### config.mk
export PLATFORM = sky130hd
export DESIGN_NAME = vga_timing_gen_flat
export DESIGN_NICKNAME = d
export VERILOG_FILES = /design/src/rtl/vga_timing_pkg.sv /design/src/rtl/vga_timing_gen_if.sv /design/src/rtl/vga_timing_gen_pixel_clk_div.sv /design/src/rtl/vga_timing_gen.sv /design/src/flat_wrapper.sv
export SDC_FILE = /design/constraint.sdc
export NUM_CORES = 1
export LEC_CHECK = 0
export ABC_CLOCK_PERIOD_IN_PS = 4100
export BUFFER_PORTS_ARGS = -buffer_cell sky130_fd_sc_hd__buf_4
export CAP_MARGIN = 25
export CORE_ASPECT_RATIO = 1.5
export CORE_MARGIN = 5
export CORE_UTILIZATION = 61
export CTS_CLUSTER_SIZE = 25
export DETAILED_ROUTE_END_ITERATION = 10
export PLACE_DENSITY = 0.91
export SLEW_MARGIN = 20
export SYNTH_ARGS = -nofsm -noshare
export SYNTH_HDL_FRONTEND = slang
export SYNTH_SLANG_ARGS = --single-unit
### constraint.sdc
create_clock -name clk -period 4.1 [get_ports clk]
set_clock_uncertainty 0.05 [all_clocks]
set_input_delay 0.205 -clock clk [delete_from_list [all_inputs] [get_ports clk]]
set_output_delay 0.205 -clock clk [all_outputs]
set_load 0.005 [all_outputs]
### src/rtl/vga_timing_pkg.sv
// Shared raster timing constants for the 640x480@60 display pipeline.
// The sprite modules also import COORD_W and the flag struct from here.
package vga_timing_pkg;

   localparam int COORD_W = 10;
   localparam int DIV_W   = 4;

   localparam int CLK_DIV_DEF  = 2;
   localparam int H_ACTIVE_DEF = 640;
   localparam int H_FP_DEF     = 16;
   localparam int H_SYNC_DEF   = 96;
   localparam int H_BP_DEF     = 48;
   localparam int V_ACTIVE_DEF = 480;
   localparam int V_FP_DEF     = 10;
   localparam int V_SYNC_DEF   = 2;
   localparam int V_BP_DEF     = 33;
   localparam bit SYNC_POL_DEF = 1'b0;

   localparam int H_TOTAL_DEF = H_ACTIVE_DEF + H_FP_DEF + H_SYNC_DEF + H_BP_DEF;
   localparam int V_TOTAL_DEF = V_ACTIVE_DEF + V_FP_DEF + V_SYNC_DEF + V_BP_DEF;

   localparam int H_SYNC_START_DEF = H_ACTIVE_DEF + H_FP_DEF;
   localparam int H_SYNC_END_DEF   = H_ACTIVE_DEF + H_FP_DEF + H_SYNC_DEF - 1;
   localparam int V_SYNC_START_DEF = V_ACTIVE_DEF + V_FP_DEF;
   localparam int V_SYNC_END_DEF   = V_ACTIVE_DEF + V_FP_DEF + V_SYNC_DEF - 1;

   localparam logic [COORD_W-1:0] COORD_ZERO = 10'd0;
   localparam logic [COORD_W-1:0] COORD_ONE  = 10'd1;
   localparam logic [DIV_W-1:0]   DIV_ZERO   = 4'd0;
   localparam logic [DIV_W-1:0]   DIV_ONE    = 4'd1;

   typedef struct packed {
      logic hsync;
      logic vsync;
      logic active;
      logic pixel_tick;
      logic line_start;
      logic frame_start;
   } vid_flags_t;

   function automatic logic in_window(input logic [COORD_W-1:0] v,
                                      input logic [COORD_W-1:0] lo,
                                      input logic [COORD_W-1:0] hi);
      return (v >= lo) && (v <= hi);
   endfunction

endpackage

### src/rtl/vga_timing_gen_if.sv
// Raster position and sync bundle: the timing generator drives it (master),
// sprite renderers and the compositor observe it (slave).
interface vga_timing_gen_if;

   logic [vga_timing_pkg::COORD_W-1:0] x;
   logic [vga_timing_pkg::COORD_W-1:0] y;
   logic                               hsync;
   logic                               vsync;
   logic                               active;
   logic                               pixel_tick;
   logic                               line_start;
   logic                               frame_start;

   modport master (output x, y, hsync, vsync, active, pixel_tick, line_start, frame_start);
   modport slave  (input  x, y, hsync, vsync, active, pixel_tick, line_start, frame_start);

endinterface

### src/rtl/vga_timing_gen_pixel_clk_div.sv
// Board-clock to pixel-rate divider; tick marks the edge on which the
// raster advances (every CLK_DIV-th edge, every edge when CLK_DIV=1).
module pixel_clk_div
   import vga_timing_pkg::*;
#(
   parameter int CLK_DIV = CLK_DIV_DEF
) (
   input  logic clk,
   input  logic reset,
   output logic tick
);

   if ((CLK_DIV < 1) || (CLK_DIV > 16)) begin : g_div_range_err
      $error("pixel_clk_div: CLK_DIV must be in 1..16");
   end

   localparam logic [DIV_W-1:0] DIV_LAST = DIV_W'(CLK_DIV - 1);

   logic [DIV_W-1:0] div_cnt_r;

   assign tick = (div_cnt_r == DIV_LAST);

   // divider counter, wraps on the advance edge
   always_ff @(posedge clk or negedge reset) begin
      if (!reset) begin
         div_cnt_r <= DIV_ZERO;
      end else if (tick) begin
         div_cnt_r <= DIV_ZERO;
      end else begin
         div_cnt_r <= div_cnt_r + DIV_ONE;
      end
   end

endmodule

### src/rtl/vga_timing_gen.sv
// Raster scan timing generator: x/y counters plus hsync, vsync, active and
// pixel/line/frame strobes, all registered from the next-state position.
module vga_timing_gen
   import vga_timing_pkg::*;
#(
   parameter int CLK_DIV  = CLK_DIV_DEF,
   parameter int H_ACTIVE = H_ACTIVE_DEF,
   parameter int H_FP     = H_FP_DEF,
   parameter int H_SYNC   = H_SYNC_DEF,
   parameter int H_BP     = H_BP_DEF,
   parameter int V_ACTIVE = V_ACTIVE_DEF,
   parameter int V_FP     = V_FP_DEF,
   parameter int V_SYNC   = V_SYNC_DEF,
   parameter int V_BP     = V_BP_DEF,
   parameter bit SYNC_POL = SYNC_POL_DEF
) (
   input  logic             clk,
   input  logic             reset,
   vga_timing_gen_if.master vid
);

   localparam int H_TOTAL = H_ACTIVE + H_FP + H_SYNC + H_BP;
   localparam int V_TOTAL = V_ACTIVE + V_FP + V_SYNC + V_BP;

   if (H_TOTAL > 1024) begin : g_h_total_err
      $error("vga_timing_gen: H_TOTAL exceeds 1024");
   end
   if (V_TOTAL > 1024) begin : g_v_total_err
      $error("vga_timing_gen: V_TOTAL exceeds 1024");
   end

   localparam logic [COORD_W-1:0] H_LAST  = COORD_W'(H_TOTAL - 1);
   localparam logic [COORD_W-1:0] V_LAST  = COORD_W'(V_TOTAL - 1);
   localparam logic [COORD_W-1:0] H_ACT_L = COORD_W'(H_ACTIVE);
   localparam logic [COORD_W-1:0] V_ACT_L = COORD_W'(V_ACTIVE);
   localparam logic [COORD_W-1:0] HS_LO   = COORD_W'(H_ACTIVE + H_FP);
   localparam logic [COORD_W-1:0] HS_HI   = COORD_W'(H_ACTIVE + H_FP + H_SYNC - 1);
   localparam logic [COORD_W-1:0] VS_LO   = COORD_W'(V_ACTIVE + V_FP);
   localparam logic [COORD_W-1:0] VS_HI   = COORD_W'(V_ACTIVE + V_FP + V_SYNC - 1);
   localparam logic SYNC_ON  = SYNC_POL;
   localparam logic SYNC_OFF = !SYNC_POL;

   localparam vid_flags_t FLAGS_RST = '{hsync: SYNC_OFF, vsync: SYNC_OFF, active: 1'b0,
                                        pixel_tick: 1'b0, line_start: 1'b0, frame_start: 1'b0};

   logic               adv_s;
   logic [COORD_W-1:0] x_r, y_r, x_nxt_s, y_nxt_s;
   vid_flags_t         flags_r, flags_nxt_s;

   pixel_clk_div #(.CLK_DIV(CLK_DIV)) u_div (
      .clk  (clk),
      .reset(reset),
      .tick (adv_s)
   );

   // next raster position; y only moves when x wraps
   always_comb begin
      x_nxt_s = x_r;
      y_nxt_s = y_r;
      if (adv_s) begin
         if (x_r == H_LAST) begin
            x_nxt_s = COORD_ZERO;
            if (y_r == V_LAST) begin
               y_nxt_s = COORD_ZERO;
            end else begin
               y_nxt_s = y_r + COORD_ONE;
            end
         end else begin
            x_nxt_s = x_r + COORD_ONE;
         end
      end else begin
         x_nxt_s = x_r;
      end
   end

   // decode flags from the next position so they align with x/y
   always_comb begin
      flags_nxt_s             = FLAGS_RST;
      flags_nxt_s.hsync       = in_window(x_nxt_s, HS_LO, HS_HI) ? SYNC_ON : SYNC_OFF;
      flags_nxt_s.vsync       = in_window(y_nxt_s, VS_LO, VS_HI) ? SYNC_ON : SYNC_OFF;
      flags_nxt_s.active      = (x_nxt_s < H_ACT_L) && (y_nxt_s < V_ACT_L);
      flags_nxt_s.pixel_tick  = adv_s;
      flags_nxt_s.line_start  = adv_s && (x_nxt_s == COORD_ZERO);
      flags_nxt_s.frame_start = adv_s && (x_nxt_s == COORD_ZERO) && (y_nxt_s == COORD_ZERO);
   end

   // position and flag registers
   always_ff @(posedge clk or negedge reset) begin
      if (!reset) begin
         x_r     <= H_LAST;
         y_r     <= V_LAST;
         flags_r <= FLAGS_RST;
      end else begin
         x_r     <= x_nxt_s;
         y_r     <= y_nxt_s;
         flags_r <= flags_nxt_s;
      end
   end

   assign vid.x           = x_r;
   assign vid.y           = y_r;
   assign vid.hsync       = flags_r.hsync;
   assign vid.vsync       = flags_r.vsync;
   assign vid.active      = flags_r.active;
   assign vid.pixel_tick  = flags_r.pixel_tick;
   assign vid.line_start  = flags_r.line_start;
   assign vid.frame_start = flags_r.frame_start;

endmodule

### src/flat_wrapper.sv
// flat-port wrapper written by rule: the top's interface ports become plain ports
module vga_timing_gen_flat import vga_timing_pkg::*;
#(
   parameter int CLK_DIV  = CLK_DIV_DEF,
   parameter int H_ACTIVE = H_ACTIVE_DEF,
   parameter int H_FP     = H_FP_DEF,
   parameter int H_SYNC   = H_SYNC_DEF,
   parameter int H_BP     = H_BP_DEF,
   parameter int V_ACTIVE = V_ACTIVE_DEF,
   parameter int V_FP     = V_FP_DEF,
   parameter int V_SYNC   = V_SYNC_DEF,
   parameter int V_BP     = V_BP_DEF,
   parameter bit SYNC_POL = SYNC_POL_DEF
)
  (clk, reset, vid_x, vid_y, vid_hsync, vid_vsync, vid_active, vid_pixel_tick, vid_line_start, vid_frame_start);
  vga_timing_gen_if vid_i ();
  input  logic clk;
  input  logic reset;
  output wire logic [$bits(vid_i.x)-1:0] vid_x;
  output wire logic [$bits(vid_i.y)-1:0] vid_y;
  output wire logic [$bits(vid_i.hsync)-1:0] vid_hsync;
  output wire logic [$bits(vid_i.vsync)-1:0] vid_vsync;
  output wire logic [$bits(vid_i.active)-1:0] vid_active;
  output wire logic [$bits(vid_i.pixel_tick)-1:0] vid_pixel_tick;
  output wire logic [$bits(vid_i.line_start)-1:0] vid_line_start;
  output wire logic [$bits(vid_i.frame_start)-1:0] vid_frame_start;
  assign vid_x = vid_i.x;
  assign vid_y = vid_i.y;
  assign vid_hsync = vid_i.hsync;
  assign vid_vsync = vid_i.vsync;
  assign vid_active = vid_i.active;
  assign vid_pixel_tick = vid_i.pixel_tick;
  assign vid_line_start = vid_i.line_start;
  assign vid_frame_start = vid_i.frame_start;
  vga_timing_gen #(.CLK_DIV(CLK_DIV), .H_ACTIVE(H_ACTIVE), .H_FP(H_FP), .H_SYNC(H_SYNC), .H_BP(H_BP), .V_ACTIVE(V_ACTIVE), .V_FP(V_FP), .V_SYNC(V_SYNC), .V_BP(V_BP), .SYNC_POL(SYNC_POL)) u_core (.clk(clk), .reset(reset), .vid(vid_i));
endmodule
==> reports/results.txt, run 1 <==
DP Worst Slack = 1.33 ns
r2r worst-path depth = 7
initial antenna violation count = 0
setup ws final = 1.30 ns
Max Clock Freq = 357 MHz
total CTS buffers = 5
Layout area overhead = 16.7%
delay of the slowest cell on the worst path = 0.78 ns
die area = 4270 um^2
CTS tree = built
DRC Markers = 0
Starting Density = 63.7%
fin nets = 216
global-route wire length before repair = 7200 um
Main synth FF type = dfrtp_1
total nets after synthesis = 193
Worst-Skew Late Latency = 0.28 ns
setup TNS = 0 ns
Post-Synthesis Cells = 188
fill count = 213
dominant cells by area after synthesis = dfrtp_1 24%, dfstp_2 17%, xnor2_1 5.7%, nand2_1 4.0%, xor2_1 3.8%
H-tree depth = 2
Syn. warnings = 0
CP max FO = 14
cell leakage power = 0.000931 uW
Pint = 467 uW
average instance area after synthesis = 9.87 um^2
critical path's slowest cell = or4b_1
cts hold-fix bufs = 1
total of max-cap violations = 0
most frequent cells in the layout = 27 x buf_4, 20 x nand2_1, 18 x dfrtp_1
status = completed
Sequential Power Share = 51.1%
final WL = 4190 um
period utilisation layout = 68.4%
worst-case clock buffer depth = 2
number of global-route vias before repair = 1494
diode count = 0
Final Max Tran Viols = 0
critical path type = reg -> reg
Slew @ Worst Pin = 0.476 ns
RR Endpoint = u_core.vid.active
asr flop ratio synth = 100%
chip width = 55.0 um
Final GP Congestion = 0.912
type of origin of the critical path = flip-flop
worst-path cell chain = or4b_1 > clkinv_8 > and4b_1 > and3_1 > xnor2_1 > o22ai_1 > a221oi_1
largest net degree at the start of global routing = 31
CTS resizes = 0
Final setup viols = 0
crit path DAT = 2.93 ns
I/O pins = 28
hpwl dp = 3120 um
critical path capture point type = flip-flop
Sinks on Clock Net = 30
root buffer cell = clkbuf_8
Die Ht = 77.6 um
clock-pin slew on the worst setup and hold paths = 0.06 ns
Post-synth EDFFs = 0
PortBufs = 27
total gr overflow = 0
1st-iter DRT viols = 62
Sw Pwr = 113 uW
core box area = 2910 um^2
Setup Buffers After CTS = 0
First-pass DRT Iterations = 4
clock share of power = 47.7%
RSZ-0062 raised after global routing = no
overall routing resource usage = 23.0%
Synth area leader = dfrtp_1
Seq/Total Area, Yosys = 41.3%
R2R setup slack = 1.30 ns
Combinational Power Share = 1.2%
Final Hold Vio Count = 0
routed via count = 1516
minimum clock period after layout = 2.80 ns
Cell Area, Synth = 1860 um^2
Peak VDD IR = 307 uV
DR WL/cell = 16.7 um
Critical R2R Launch = u_core.u_div.div_cnt_r[1]
layout cells sized above 1 = 28.8%
synthesized flop and latch total = 30
Critical Path RT = 4.23 ns
top cell type's share of synthesized area = 24.3%
most common cell after layout, fill and taps aside = buf_4
worst hold path type = in -> async
Synth cell types = 53
Total Power = 581 uW
sw frac = 19.5%
# rows = 24
relative slew slack = 68.3%
post-route ant nets = 0
via-per-instance ratio = 6.04
P per Cell Area = 268 nW/um^2
-- synth_stat cells, types with 2 or more instances --
cell / count
nor2_1: 10
inv_1: 6
mux2i_1: 2
or3_1: 2
a31oi_1: 4
clkbuf_1: 5
dfstp_2: 12
ha_1: 3
and2_1: 3
and4_1: 2
nand2b_1: 2
dfrtp_1: 18
buf_2: 5
mux2_2: 2
or2_2: 2
o21ai_0: 12
nand2_1: 20
xor2_1: 8
nor4_4: 2
or4_1: 2
nand4_1: 7
and3_1: 5
xnor2_1: 12
nand3_1: 9
nor3_1: 3
nor2b_1: 3
-- area by class of cell --
class	instances	area, um^2	area share, %
Sequential cell	30	766	35.4
Clock buffer	8	110	5.09
Inverter	7	38.8	1.79
Multi-Input combinational cell	139	988	45.7
Timing Repair Buffer	28	213	9.83
Tap cell	39	48.8	2.25
-- state kept, by name, indices dropped and copies added, names as in the netlist --
signal	cells
u_core.vid.line_start	1
u_core.vid.active	1
u_core.vid.frame_start	1
u_core.vid.pixel_tick	1
u_core.u_div.div_cnt_r	4
u_core.vid.hsync	1
u_core.vid.vsync	1
u_core.vid.y	10
u_core.vid.x	10
-- kinds of logic after synthesis --
kind of cell    count (synthesis)  synth area share [%]
fa+ha+maj                       3                  2.02
simple gates                   80                  27.5
xor+xnor                       20                  9.44
compound gates                 32                  12.0
mux                             4                  2.29
buf+inv                        19                  5.46
flops                          30                  41.3
-- worst max-delay path, delay by kind of cell, from the launching register on --
family	cells	cell delay, ns
buffers and inverters	1	0.16
DFF	1	0.41
AOI/OAI and AO/OA	2	0.40
and+or+nand+nor	3	1.54
xor gates and xnor gates	1	0.14
-- per-layer routing --
metal  vias up  track usage [%]  wire [um]
met5         -                0          0
met4         0             8.03         72
met3         8             5.56        186
met2        42             38.4       2260
met1       745             27.8       1670
li1        721                -          -
-- power by group through the flow --
stage	clock network, uW	logic [uW]	registers [uW]
after detailed placement	0	6.41	302
after floorplan	0	0.000407	302
after CTS	281	7.17	297
after global placement	0	6.23	302
final	277	6.82	297
after global routing	298	8.23	296
-- metrics by stage --
step	instance area, um^2	cells	hold WS [ns]	util [%]
floorplan	1860	188	-0.141	-
global placement	2040	242	0.0927	70.2
detailed placement	2040	242	0.0981	70.2
CTS	2160	251	0.334	74.3
global route	2160	251	0.379	74.3
finish	2160	251	0.328	74.3
-- worst max-delay path by stage --
stage	start	end	slack, ns
after floorplan	u_core.u_div.div_cnt_r[1]	u_core.vid.frame_start	1.80
after global placement	u_core.u_div.div_cnt_r[1]	u_core.vid.active	1.42
after detailed placement	u_core.vid.x[0]	u_core.vid.active	1.33
after CTS	u_core.vid.x[0]	u_core.vid.active	1.31
after global routing	u_core.vid.x[0]	u_core.vid.active	1.08
final	u_core.u_div.div_cnt_r[1]	u_core.vid.active	1.30
(Power assumes the default switching activity.)
==> run 2, diff against run 1 <==
ABC_CLOCK_PERIOD_IN_PS = 2800   (was 4100)
CORE_UTILIZATION = 56   (was 61)
PLACE_DENSITY = 0.85   (was 0.91)
clock period = 2.8 ns   (was 4.1 ns; I/O delays follow)
==> run 2 against run 1 <==
Against the previous run:
- die area increased by 7.5%
- hold slack got worse by 0.058 ns
- register-to-register slack got worse by 0.97 ns
- critical path type unchanged
==> reports/results.txt, run 2 (same netlist as run 1, synthesis figures left out) <==
status = completed
# rows = 25 (+4.2%)
total CTS buffers = 5 (unchanged)
root buffer cell = clkbuf_8
minimum clock period after layout = 2.47 ns (-0.330 ns)
die area = 4590 um^2 (+7.5%)
First-pass DRT Iterations = 4 (unchanged)
Final Hold Vio Count = 0 (unchanged)
Sinks on Clock Net = 30 (unchanged)
type of origin of the critical path = flip-flop
Max Clock Freq = 404 MHz (+13%)
critical path type = reg -> reg
crit path DAT = 2.64 ns (-0.29 ns)
H-tree depth = 2 (unchanged)
critical path capture point type = flip-flop
I/O pins = 28 (unchanged)
Critical Path RT = 2.97 ns (-1.26 ns)
cell leakage power = 0.000942 uW (+1.2%)
Slew @ Worst Pin = 0.449 ns (-0.0266 ns)
period utilisation layout = 88.4% (+20 points)
diode count = 0 (unchanged)
hpwl dp = 2960 um (-5.3%)
fill count = 272 (+28%)
CTS tree = built
relative slew slack = 69.8% (+1.5 points)
1st-iter DRT viols = 67 (+8.1%)
post-route ant nets = 0 (unchanged)
via-per-instance ratio = 5.88 (-2.6%)
fin nets = 220 (+1.9%)
most frequent cells in the layout = 31 x buf_4, 20 x nand2_1, 18 x dfrtp_1
DRC Markers = 0 (unchanged)
Layout area overhead = 17.5%
largest net degree at the start of global routing = 31 (unchanged)
DR WL/cell = 16.2 um (-3.1%)
clock-pin slew on the worst setup and hold paths = 0.06 ns (about the same)
final WL = 4140 um (-1.1%)
worst hold path type = in -> async
setup TNS = 0 ns (unchanged)
placed cell count = 247 (+2.1%)
Worst-Skew Late Latency = 0.28 ns (about the same)
Peak VDD IR = 289 uV (-5.7%)
overall routing resource usage = 20.5% (-2.4 points)
P per Cell Area = 366 nW/um^2 (+36%)
routed via count = 1506 (-0.66%)
core box area = 3190 um^2 (+9.5%)
worst-case clock buffer depth = 2 (unchanged)
most common cell after layout, fill and taps aside = buf_4
layout cells sized above 1 = 30.1% (+1.3 points)
initial antenna violation count = 0 (unchanged)
total of max-cap violations = 0 (unchanged)
Final setup viols = 0 (unchanged)
chip width = 57 um (+3.6%)
CP max FO = 9 (-5)
Non-Filler Instances = 256 (+2.0%)
PortBufs = 27 (unchanged)
number of global-route vias before repair = 1529 (+2.3%)
Final Max Tran Viols = 0 (unchanged)
RSZ-0062 raised after global routing = no
total gr overflow = 0 (unchanged)
Starting Density = 58.2% (-5.5 points)
Final GP Congestion = 0.886 (-2.9%)
global-route wire length before repair = 7290 um (+1.3%)
Die Ht = 80.5 um (+3.8%)
[run 2: cell types whose count changed in the layout (fill, tap and decap cells not counted)]
cell | previous run | this run
buf_4 | 27 | 31
clkbuf_8 | 8 | 6
clkbuf_1 | 0 | 1
clkinv_2 | 0 | 1
or4b_1 | 1 | 0
or4b_4 | 0 | 1
[run 2: stage by stage]
stage               hold slack [ns]  setup slack [ns]  utilization [%]  power (uW)  instance area (um^2)
floorplan                    -0.206             0.495                -         442                  1860
global placement             0.0296             0.269             65.1         451                  2080
detailed placement           0.0360             0.205             65.1         451                  2080
CTS                           0.279             0.181             68.2         806                  2180
global route                  0.319            0.0982             68.4         829                  2180
finish                        0.270             0.326             68.4         797                  2180
[run 2: timing repair]
item                                    CTS  global route
endpoints found under the hold margin    18             0
hold buffers                              1             0
endpoints found under the setup margin    0             1
gates resized for setup                   0             1
setup buffers                             0             0
[run 2: where the power goes]
part / leakage (uW) / internal [uW] / switching (uW)
combinational: 0.000526 / 1.85 / 8.08
sequential: 0.000368 / 435 / 0
clock: 0.0000482 / 198 / 155
total: 0.000942 / 634 / 163
[run 2: path summary, 6_finish.rpt]
| check | from | endpoint | slack [ns] | cells after the start |
|---|---|---|---|---|
| max | u_core.vid.x[1] | u_core.vid.frame_start | 0.33 | 7 |
| min | reset | u_core.vid.x[7] | 0.27 | 2 |
| max reg2reg | u_core.vid.x[1] | u_core.vid.frame_start | 0.33 | 7 |
| min reg2reg | u_core.vid.x[9] | u_core.vid.hsync | 0.45 | 1 |
| max in group asynchronous | reset | u_core.vid.x[3] | 2.12 | 2 |
| min in group clk | u_core.vid.x[9] | u_core.vid.hsync | 0.45 | 1 |
[run 2: final cells by class]
| class | instances | area, um^2 | share of cell area [%] |
|---|---|---|---|
| well taps | 40 | 50.0 | 2.29 |
| clock buffers | 7 | 86.3 | 3.96 |
| clock inverters | 1 | 5.00 | 0.229 |
| inverters | 7 | 38.8 | 1.78 |
| flip-flops and latches | 30 | 766 | 35.1 |
| repair buffers | 32 | 243 | 11.1 |
| multi-input cells | 139 | 992 | 45.5 |
[run 2: critical path, stage by stage, from the launching register on]
cell,delay (ns)
dfstp_2,0.54
ha_1,0.23
and4_1,0.40
nand4b_4,0.22
nor3_4,0.34
and3_1,0.22
o221ai_1,0.12
and4bb_1,0.28
[run 2: routing by layer]
layer | track usage [%] | routed length [um] | vias up
met5 | 0 | 0 | -
met4 | 9.05 | 94 | 0
met3 | 4.34 | 207 | 11
met2 | 34.2 | 2130 | 38
met1 | 25.3 | 1710 | 726
li1 | - | - | 731
==> run 3, diff against run 2 <==
CELL_PAD_IN_SITES_DETAIL_PLACEMENT = 0   (was unset)
CELL_PAD_IN_SITES_GLOBAL_PLACEMENT = 1   (was unset)
CORE_UTILIZATION = 44   (was 56)
PLACE_DENSITY = 0.86   (was 0.85)
==> run 3 against run 2 <==
Against the previous run:
- power up 9.1%
- hold slack better by 0.012 ns
- wire length up 0.65%
- design area up 1.3%
- largest power group unchanged
- sequential share of layout area down 0.46 points
- die area up 23%
- non-clock buffer count up 1
- critical endpoint unchanged
- critical path depth down 1
- critical path type unchanged
- largest cell class unchanged
==> reports/results.txt, run 3 (same netlist as run 1, synthesis figures left out) <==
P per Cell Area = 394 nW/um^2 (+7.7%)
Pint = 698 uW (+10%)
post-route ant nets = 0 (unchanged)
sw frac = 19.8% (-0.65 points)
status = completed
Final GP Congestion = 0.848 (-4.2%)
most frequent cells in the layout = 32 x buf_4, 20 x nand2_1, 18 x dfrtp_1
RR Endpoint = u_core.vid.frame_start
clock-pin slew on the worst setup and hold paths = 0.07 ns (about the same)
layout cells sized above 1 = 30.4% (+0.32 points)
most common cell after layout, fill and taps aside = buf_4
via-per-instance ratio = 5.63 (-4.3%)
cell leakage power = 0.000958 uW (+1.7%)
die area = 5640 um^2 (+23%)
root buffer cell = clkbuf_8
clock share of power = 48.9% (+4.7 points)
setup TNS = 0 ns (unchanged)
final WL = 4170 um (+0.65%)
chip width = 63.0 um (+11%)
Final Hold Vio Count = 0 (unchanged)
R2R setup slack = 0.20 ns (-0.12 ns)
hpwl dp = 3120 um (+5.4%)
CP max FO = 7 (-2)
Peak VDD IR = 346 uV (+19%)
critical path type = reg -> reg
overall routing resource usage = 16.1% (-4.5 points)
Final setup viols = 0 (unchanged)
global-route wire length before repair = 7170 um (-1.6%)
relative slew slack = 69.8% (about the same)
core box area = 4170 um^2 (+31%)
placed cell count = 254 (+2.8%)
fin nets = 221 (+0.45%)
RSZ-0062 raised after global routing = no
initial antenna violation count = 0 (unchanged)
r2r worst-path depth = 6 (-1)
Sequential Power Share = 49.9% (-4.6 points)
period utilisation layout = 92.7% (+4.3 points)
Sw Pwr = 172 uW (+5.6%)
largest net degree at the start of global routing = 31 (unchanged)
worst-case clock buffer depth = 2 (unchanged)
DR WL/cell = 15.8 um (-2.0%)
Worst-Skew Late Latency = 0.28 ns (about the same)
PortBufs = 27 (unchanged)
Non-Filler Instances = 263 (+2.7%)
total CTS buffers = 5 (unchanged)
Critical R2R Launch = u_core.u_div.div_cnt_r[1]
Starting Density = 44.5% (-14 points)
I/O pins = 28 (unchanged)
H-tree depth = 2 (unchanged)
total of max-cap violations = 0 (unchanged)
crit path DAT = 2.77 ns (+0.13 ns)
routed via count = 1481 (-1.7%)
Layout area overhead = 19.1%
number of global-route vias before repair = 1444 (-5.6%)
diode count = 0 (unchanged)
DRC Markers = 0 (unchanged)
Sinks on Clock Net = 30 (unchanged)
post-route cell area = 2210 um^2 (+1.3%)
CTS tree = built
critical path capture point type = flip-flop
# rows = 29 (+16%)
Max Clock Freq = 385 MHz (-4.7%)
Combinational Power Share = 1.2% (about the same)
First-pass DRT Iterations = 4 (unchanged)
fin util = 53.0% (-15 points)
minimum clock period after layout = 2.60 ns (+0.121 ns)
worst hold path type = in -> async
placed cell areas = 2090 um^2 (+0.72%)
1st-iter DRT viols = 88 (+31%)
Slew @ Worst Pin = 0.453 ns (+0.00354 ns)
Die Ht = 89.5 um (+11%)
Final Max Tran Viols = 0 (unchanged)
type of origin of the critical path = flip-flop
total gr overflow = 0 (unchanged)
Critical Path RT = 2.97 ns (about the same)
[run 3: changes by cell type in the layout (fill, tap and decap cells not counted), sizes merged]
cell    delta
clkinv     +1
clkbuf     -2
bufinv     +1
buf        +1
[run 3: how the worst max path moves through the flow]
stage | from | endpoint | cells after the start
finish | u_core.u_div.div_cnt_r[1] | u_core.vid.frame_start | 6
global route | u_core.u_div.div_cnt_r[1] | u_core.vid.frame_start | 6
CTS | u_core.u_div.div_cnt_r[1] | u_core.vid.frame_start | 6
detailed placement | u_core.u_div.div_cnt_r[1] | u_core.vid.frame_start | 6
floorplan | u_core.u_div.div_cnt_r[1] | u_core.vid.frame_start | 7
global placement | u_core.u_div.div_cnt_r[1] | u_core.vid.frame_start | 6
[run 3: stage by stage]
stage	worst slack (ns)	total power, uW	hold slack, ns
floorplan	0.495	442	-0.206
global placement	0.264	451	0.0368
detailed placement	0.218	451	0.0372
CTS	0.203	879	0.281
global route	0.0297	898	0.321
finish	0.205	870	0.281
[run 3: what timing repair did]
item	4_1_cts	5_1_grt
endpoints found under the hold margin	18	0
hold buffers	1	0
setup buffers	0	0
gates resized for setup	0	0
[run 3: metal layers]
metal  share of wire (%)  vias up  routed length [um]  track usage [%]
met3                 3.8        8                 158             3.02
met4                 2.4        0                  99             6.95
li1                    -      725                   -                -
met2                  53       31                2200             27.9
met5                   0        -                   0                0
met1                  41      717                1710             19.3
[run 3: critical path, cell delays in order (launching register included)]
cell       delay, ns
dfrtp_1         0.41
or4b_1          0.77
nor4_1          0.40
xnor2_1         0.18
a31oi_1         0.14
a2111oi_2       0.36
and4bb_1        0.23
[run 3: power groups by stage]
stage	Sequential [uW]	Combinational (uW)	Clock, uW
floorplan	442	0.000407	0
detailed placement	442	9.65	0
global placement	442	9.61	0
CTS	434	10.7	434
finish	434	10.1	425
global route	434	12.3	452
[run 3: area by class of cell]
type                            count  area, um^2
Multi-Input combinational cell    139         988
Clock buffer                        5        68.8
Sequential cell                    30         766
Clock inverter                      3        40.0
Fill cell                         410        1960
Inverter                            7        38.8
Timing Repair Buffer               33         250
Tap cell                           46        57.6
